### config.mk
export PLATFORM = sky130hd
export DESIGN_NAME = gray_ds_ctrl
export DESIGN_NICKNAME = d
export VERILOG_FILES = /design/src/rtl/gray_ds_ctrl.sv
export SDC_FILE = /design/constraint.sdc
export NUM_CORES = 1
export LEC_CHECK = 0
export BUFFER_PORTS_ARGS = -buffer_cell sky130_fd_sc_hd__buf_2
export CORE_MARGIN = 5
export CORE_UTILIZATION = 60
export CTS_CLUSTER_SIZE = 25
export DETAILED_ROUTE_END_ITERATION = 8
export HOLD_SLACK_MARGIN = 0.05
export PLACE_DENSITY = 0.91
export SETUP_SLACK_MARGIN = 0.05
export SLEW_MARGIN = 10
export SYNTH_ARGS = -nofsm -noshare
export SYNTH_HDL_FRONTEND = slang
export SYNTH_SLANG_ARGS = --single-unit
### constraint.sdc
create_clock -name clk -period 3.8 [get_ports clk]
set_clock_uncertainty 0.1 [all_clocks]
set_input_delay 0.76 -clock clk [delete_from_list [all_inputs] [get_ports clk]]
set_output_delay 0.76 -clock clk [all_outputs]
set_load 0.02 [all_outputs]
### src/rtl/gray_ds_ctrl.sv
// Frame controller for a 2:1 horizontal downsampler. It gates the pixel
// valid, optionally drops odd lines, and marks the first and last
// downsampled pixel of each kept line.
module gray_ds_ctrl #(
    parameter int unsigned WIDTH_BITS  = 12,
    parameter int unsigned HEIGHT_BITS = 11
) (
    input  logic                   clk,
    input  logic                   reset_n,
    input  logic                   start,
    input  logic                   abort,
    input  logic [WIDTH_BITS-1:0]  cfg_width,
    input  logic [HEIGHT_BITS-1:0] cfg_height,
    input  logic                   cfg_vskip,
    input  logic                   pixel_in_valid,
    output logic                   ds_clear,
    output logic                   ds_valid,
    output logic                   out_sol,
    output logic                   out_eol,
    output logic                   frame_done,
    output logic                   busy,
    output logic                   cfg_err,
    output logic                   stray_err
);

    typedef enum logic [1:0] {StIdle, StClear, StActive, StDone} state_e;

    state_e                 state_q;
    logic [WIDTH_BITS-1:0]  col_q;
    logic [HEIGHT_BITS-1:0] row_q;
    logic [WIDTH_BITS-1:0]  width_q;
    logic [HEIGHT_BITS-1:0] height_q;
    logic                   vskip_q;
    logic                   ds_clear_q;
    logic                   out_sol_q;
    logic                   out_eol_q;
    logic                   frame_done_q;
    logic                   busy_q;
    logic                   cfg_err_q;
    logic                   stray_err_q;

    logic cfg_legal;
    logic row_kept;
    logic col_last;
    logic row_last;

    // Config checks and end-of-line/frame compares against the shadow copies.
    always_comb begin
        cfg_legal = (cfg_width[0] == 1'b0) && (cfg_width != '0) && (cfg_height != '0);
        row_kept  = !vskip_q || !row_q[0];
        col_last  = (col_q == width_q - WIDTH_BITS'(1));
        row_last  = (row_q == height_q - HEIGHT_BITS'(1));
        ds_valid  = pixel_in_valid && (state_q == StActive) && row_kept;
    end

    // Frame sequencing, line/column counting and all registered outputs.
    always_ff @(posedge clk or negedge reset_n) begin
        if (!reset_n) begin
            state_q      <= StIdle;
            col_q        <= '0;
            row_q        <= '0;
            width_q      <= '0;
            height_q     <= '0;
            vskip_q      <= 1'b0;
            ds_clear_q   <= 1'b1;
            out_sol_q    <= 1'b0;
            out_eol_q    <= 1'b0;
            frame_done_q <= 1'b0;
            busy_q       <= 1'b0;
            cfg_err_q    <= 1'b0;
            stray_err_q  <= 1'b0;
        end else begin
            ds_clear_q   <= 1'b0;
            out_sol_q    <= 1'b0;
            out_eol_q    <= 1'b0;
            frame_done_q <= 1'b0;
            cfg_err_q    <= 1'b0;
            if (pixel_in_valid && state_q != StActive) begin
                stray_err_q <= 1'b1;
            end
            case (state_q)
                StIdle: begin
                    if (start) begin
                        if (cfg_legal) begin
                            width_q     <= cfg_width;
                            height_q    <= cfg_height;
                            vskip_q     <= cfg_vskip;
                            col_q       <= '0;
                            row_q       <= '0;
                            // A pixel dropped in this same cycle still counts as stray.
                            stray_err_q <= pixel_in_valid;
                            ds_clear_q  <= 1'b1;
                            busy_q      <= 1'b1;
                            state_q     <= StClear;
                        end else begin
                            cfg_err_q <= 1'b1;
                        end
                    end
                end
                StClear: begin
                    col_q <= '0;
                    row_q <= '0;
                    if (abort) begin
                        ds_clear_q <= 1'b1;
                        busy_q     <= 1'b0;
                        state_q    <= StIdle;
                    end else begin
                        state_q <= StActive;
                    end
                end
                StActive: begin
                    if (abort) begin
                        // Abort beats a coincident last pixel: no markers, no frame_done.
                        col_q      <= '0;
                        row_q      <= '0;
                        ds_clear_q <= 1'b1;
                        busy_q     <= 1'b0;
                        state_q    <= StIdle;
                    end else if (pixel_in_valid) begin
                        if (ds_valid) begin
                            out_sol_q <= (col_q == WIDTH_BITS'(1));
                            out_eol_q <= col_last;
                        end
                        if (col_last) begin
                            col_q <= '0;
                            if (row_last) begin
                                row_q        <= '0;
                                frame_done_q <= 1'b1;
                                state_q      <= StDone;
                            end else begin
                                row_q <= row_q + HEIGHT_BITS'(1);
                            end
                        end else begin
                            col_q <= col_q + WIDTH_BITS'(1);
                        end
                    end
                end
                StDone: begin
                    busy_q  <= 1'b0;
                    state_q <= StIdle;
                end
                default: begin
                    busy_q  <= 1'b0;
                    state_q <= StIdle;
                end
            endcase
        end
    end

    assign ds_clear   = ds_clear_q;
    assign out_sol    = out_sol_q;
    assign out_eol    = out_eol_q;
    assign frame_done = frame_done_q;
    assign busy       = busy_q;
    assign cfg_err    = cfg_err_q;
    assign stray_err  = stray_err_q;

endmodule
==> results.yml <==
outcome:
  status: "complete, no violations"
timing:
  worstMarginPinSlew_ns: 0.972
  period_share_pct: 92.9
  holdWs_ns: 0.406
  finalSetupTns_ns: 0
  rsz0062_at_grt: "no"
  fmax_ghz: 0.283
  setup-violations-final: 0
  slew_viol_final: 0
  hold_viol: 0
  setup_slack_ns: 0.270
  slew_headroom_pct: 34.7
  period_needed_ns: 3.53
clock_tree:
  clock_latency_ns: 0.33
  holdBufCountCts: 0
  cts_buffer_depth: 2
  cts_tree: "yes"
  cts_root_buf: "clkbuf_8"
  cts.sinks: 56
  cts.clk_slew.worst_paths_ns: 0.12
  htree_levels: 2
  post_cts_buffers: 0
  cts-resized-gates: 0
  cts_buffers: 5
global_route:
  antenna_found_initial: 0
  gr-total-overflow: 0
  grt_pass1_vias: 3350
  grt_max_degree: 36
  grt_util_all_layers_pct: 23.0
  grt_first_pass_wirelength_mm: 15.8
finish:
  fin_nets: 479
  stdcell_area_um2: 4160
  fillerInstances: 495
  area_growth_pct: 7.71
  n_antenna_cell: 0
  drive_gt1_share_pct: 21.1
yosys:
  yosysSeqAreaShare_pct: 36.3
  yosysWarnings: 0
  syn-cell-area_um2: 3860
  yosysUniqueCellTypes: 62
  synth-main-ff-cell: "dfrtp_1"
  synth_edf_count: 0
  synth-adder-area-share_pct: 3.24
  yosys_register_bits: 56
  synth_top_family_by_area: "simple AND/OR/NAND/NOR gates"
  synthXorXnorAreaFrac_pct: 6.12
  synth_fp_nets: 459
  synthArstFlopShare_pct: 100
  synth-compound-area-share_pct: 16.6
  synthCells: 420
  yosys.area_share.simple_pct: 24.3
  syn_area_per_cell_um2: 9.20
  synthMuxAreaShare_pct: 8.39
routing:
  firstDrtPassIters: 7
  ant_nets: 0
  wl_per_cell_um: 18.3
  dr.first_iter.drc_count: 300
  via_per_inst: 6.76
  drc: 0
  route.vias.total: 3504
  wirelength_mm: 9.47
worst_setup_path:
  cp.buffers_inverters: 2
  critPathTopFamily: "simple AND/OR/NAND/NOR gates"
  arrival_ns: 3.65
  cp_data_required_time_ns: 3.92
  reg2regPathDepth: 10
  cpPeakStageDelay_ns: 0.59
  cp.depth: 10
  critPathLaunchType: "flop"
  slowest_stage: "or4b_1"
  crit_type: "flop to flop"
  cp_max_fo: 16
  worstSetupEndpointType: "flop"
  crit_chain: "inv_1, ha_1, or4b_1, or4_1, o21a_1, a211oi_1, nand2_1, buf_4, a211oi_1, o31ai_2"
  cpMostUsedCell: "a211oi_1"
placement:
  pre_cts_slack_ns: 0.367
  placed_cell_area_um2: 4070
  gp_congestion: 0.898
  dp.final_hpwl_mm: 7.11
  port_buffers: 36
floorplan:
  num_io_pins: 37
  coreArea_um2: 6310
  initial_core_util_pct: 61.2
  dieArea_um2: 8140
  die_width_um: 90.2
  die_h_um: 90.2
  row_count: 29
power_and_ir_drop:
  p_leak_nw: 1.74
  ir_drop_v: 0.000587
  power_mw: 2.54
  powerDensity_nw_per_um2: 611
worst_hold_path:
  hold_class: "input pin to asynchronous set/reset pin"
run:
  drv_cap: 0
## registers in the layout, indices dropped and copies added, names as in the netlist
register and cells:
col_q 12, width_q 12, height_q 11, row_q 11, state_q 2, busy 1, cfg_err 1, ds_clear 1
frame_done 1, out_eol 1, out_sol 1, stray_err 1, vskip_q 1
## cell usage in the layout, fill, tap and decap left out, types with 8 or more instances in the layout
master	n
nor2_1	13
xor2_1	10
a31oi_1	14
nor3_1	19
mux2_2	27
nand3_1	23
a41oi_1	8
and3_1	9
xnor2_1	17
buf_2	36
nor2b_1	8
a21oi_1	12
nand4_1	11
nor4_1	16
inv_1	17
nand2_1	33
dfrtp_1	55
ha_1	10
## stage by stage
stage / util [%] / instances
finish: 65.9 / 518
CTS: 65.9 / 518
global route: 65.9 / 518
detailed placement: 64.4 / 510
floorplan: - / 420
global placement: 64.4 / 510
## final timing paths
path                             start  slack, ns         end
setup / recovery           height_q[0]       0.27   row_q[10]
hold / removal                 reset_n       0.41  width_q[5]
setup reg to reg           height_q[0]       0.27   row_q[10]
hold reg to reg                vskip_q       0.41     out_eol
max in group asynchronous      reset_n       2.41    row_q[6]
min in group clk               vskip_q       0.41     out_eol
## metal layers
| layer | part of all wire (%) | global-route usage, % | up-vias |
|---|---|---|---|
| met2 | 51 | 39.3 | 148 |
| met1 | 41 | 29.5 | 1701 |
| met4 | 2.4 | 8.31 | 0 |
| met5 | 0 | 0 | - |
| li1 | - | - | 1634 |
| met3 | 5.8 | 3.59 | 21 |
## logic make-up after synthesis
kind of cell | Yosys count
DFF | 56
muxes | 29
and+or+nand+nor | 166
xor gates and xnor gates | 27
adders and majority gates | 10
buffers and inverters | 47
AOI/OAI and AO/OA | 85
## synthesized netlist by cell type, types with 6 or more instances
library cell,number,area (um^2)
a21oi_1,12,60.1
inv_1,17,63.8
mux2_2,27,304
a31oi_1,14,87.6
xor2_1,10,87.6
o21ai_0,6,30.0
ha_1,10,125
a22o_1,6,52.6
nand4_1,11,68.8
nor2b_1,8,50.1
and3_1,9,56.3
clkbuf_1,26,97.6
nor2_1,13,48.8
nor4_1,16,100
nand2_1,33,124
a41oi_1,9,78.8
nand3_1,23,115
nor3_1,19,95.1
o31ai_1,7,52.6
dfrtp_1,55,1380
xnor2_1,17,149
## where the power goes
group	internal, mW	total (mW)	leakage, nW	switching, mW
Sequential	0.751	0.964	0.720	0.214
Combinational	0.530	1.23	0.971	0.698
Clock	0.135	0.352	0.0452	0.217
## layout make-up
| cell class | instances | area [um^2] | area share (%) |
|---|---|---|---|
| multi-input combinational | 317 | 2270 | 54.6 |
| tap | 77 | 96.3 | 2.32 |
| clock inverter | 3 | 25.0 | 0.601 |
| inverter | 17 | 63.8 | 1.53 |
| timing repair buffer | 43 | 233 | 5.59 |
| clock buffer | 5 | 68.8 | 1.65 |
| sequential | 56 | 1400 | 33.7 |
Power figures use the tool's default switching activity.
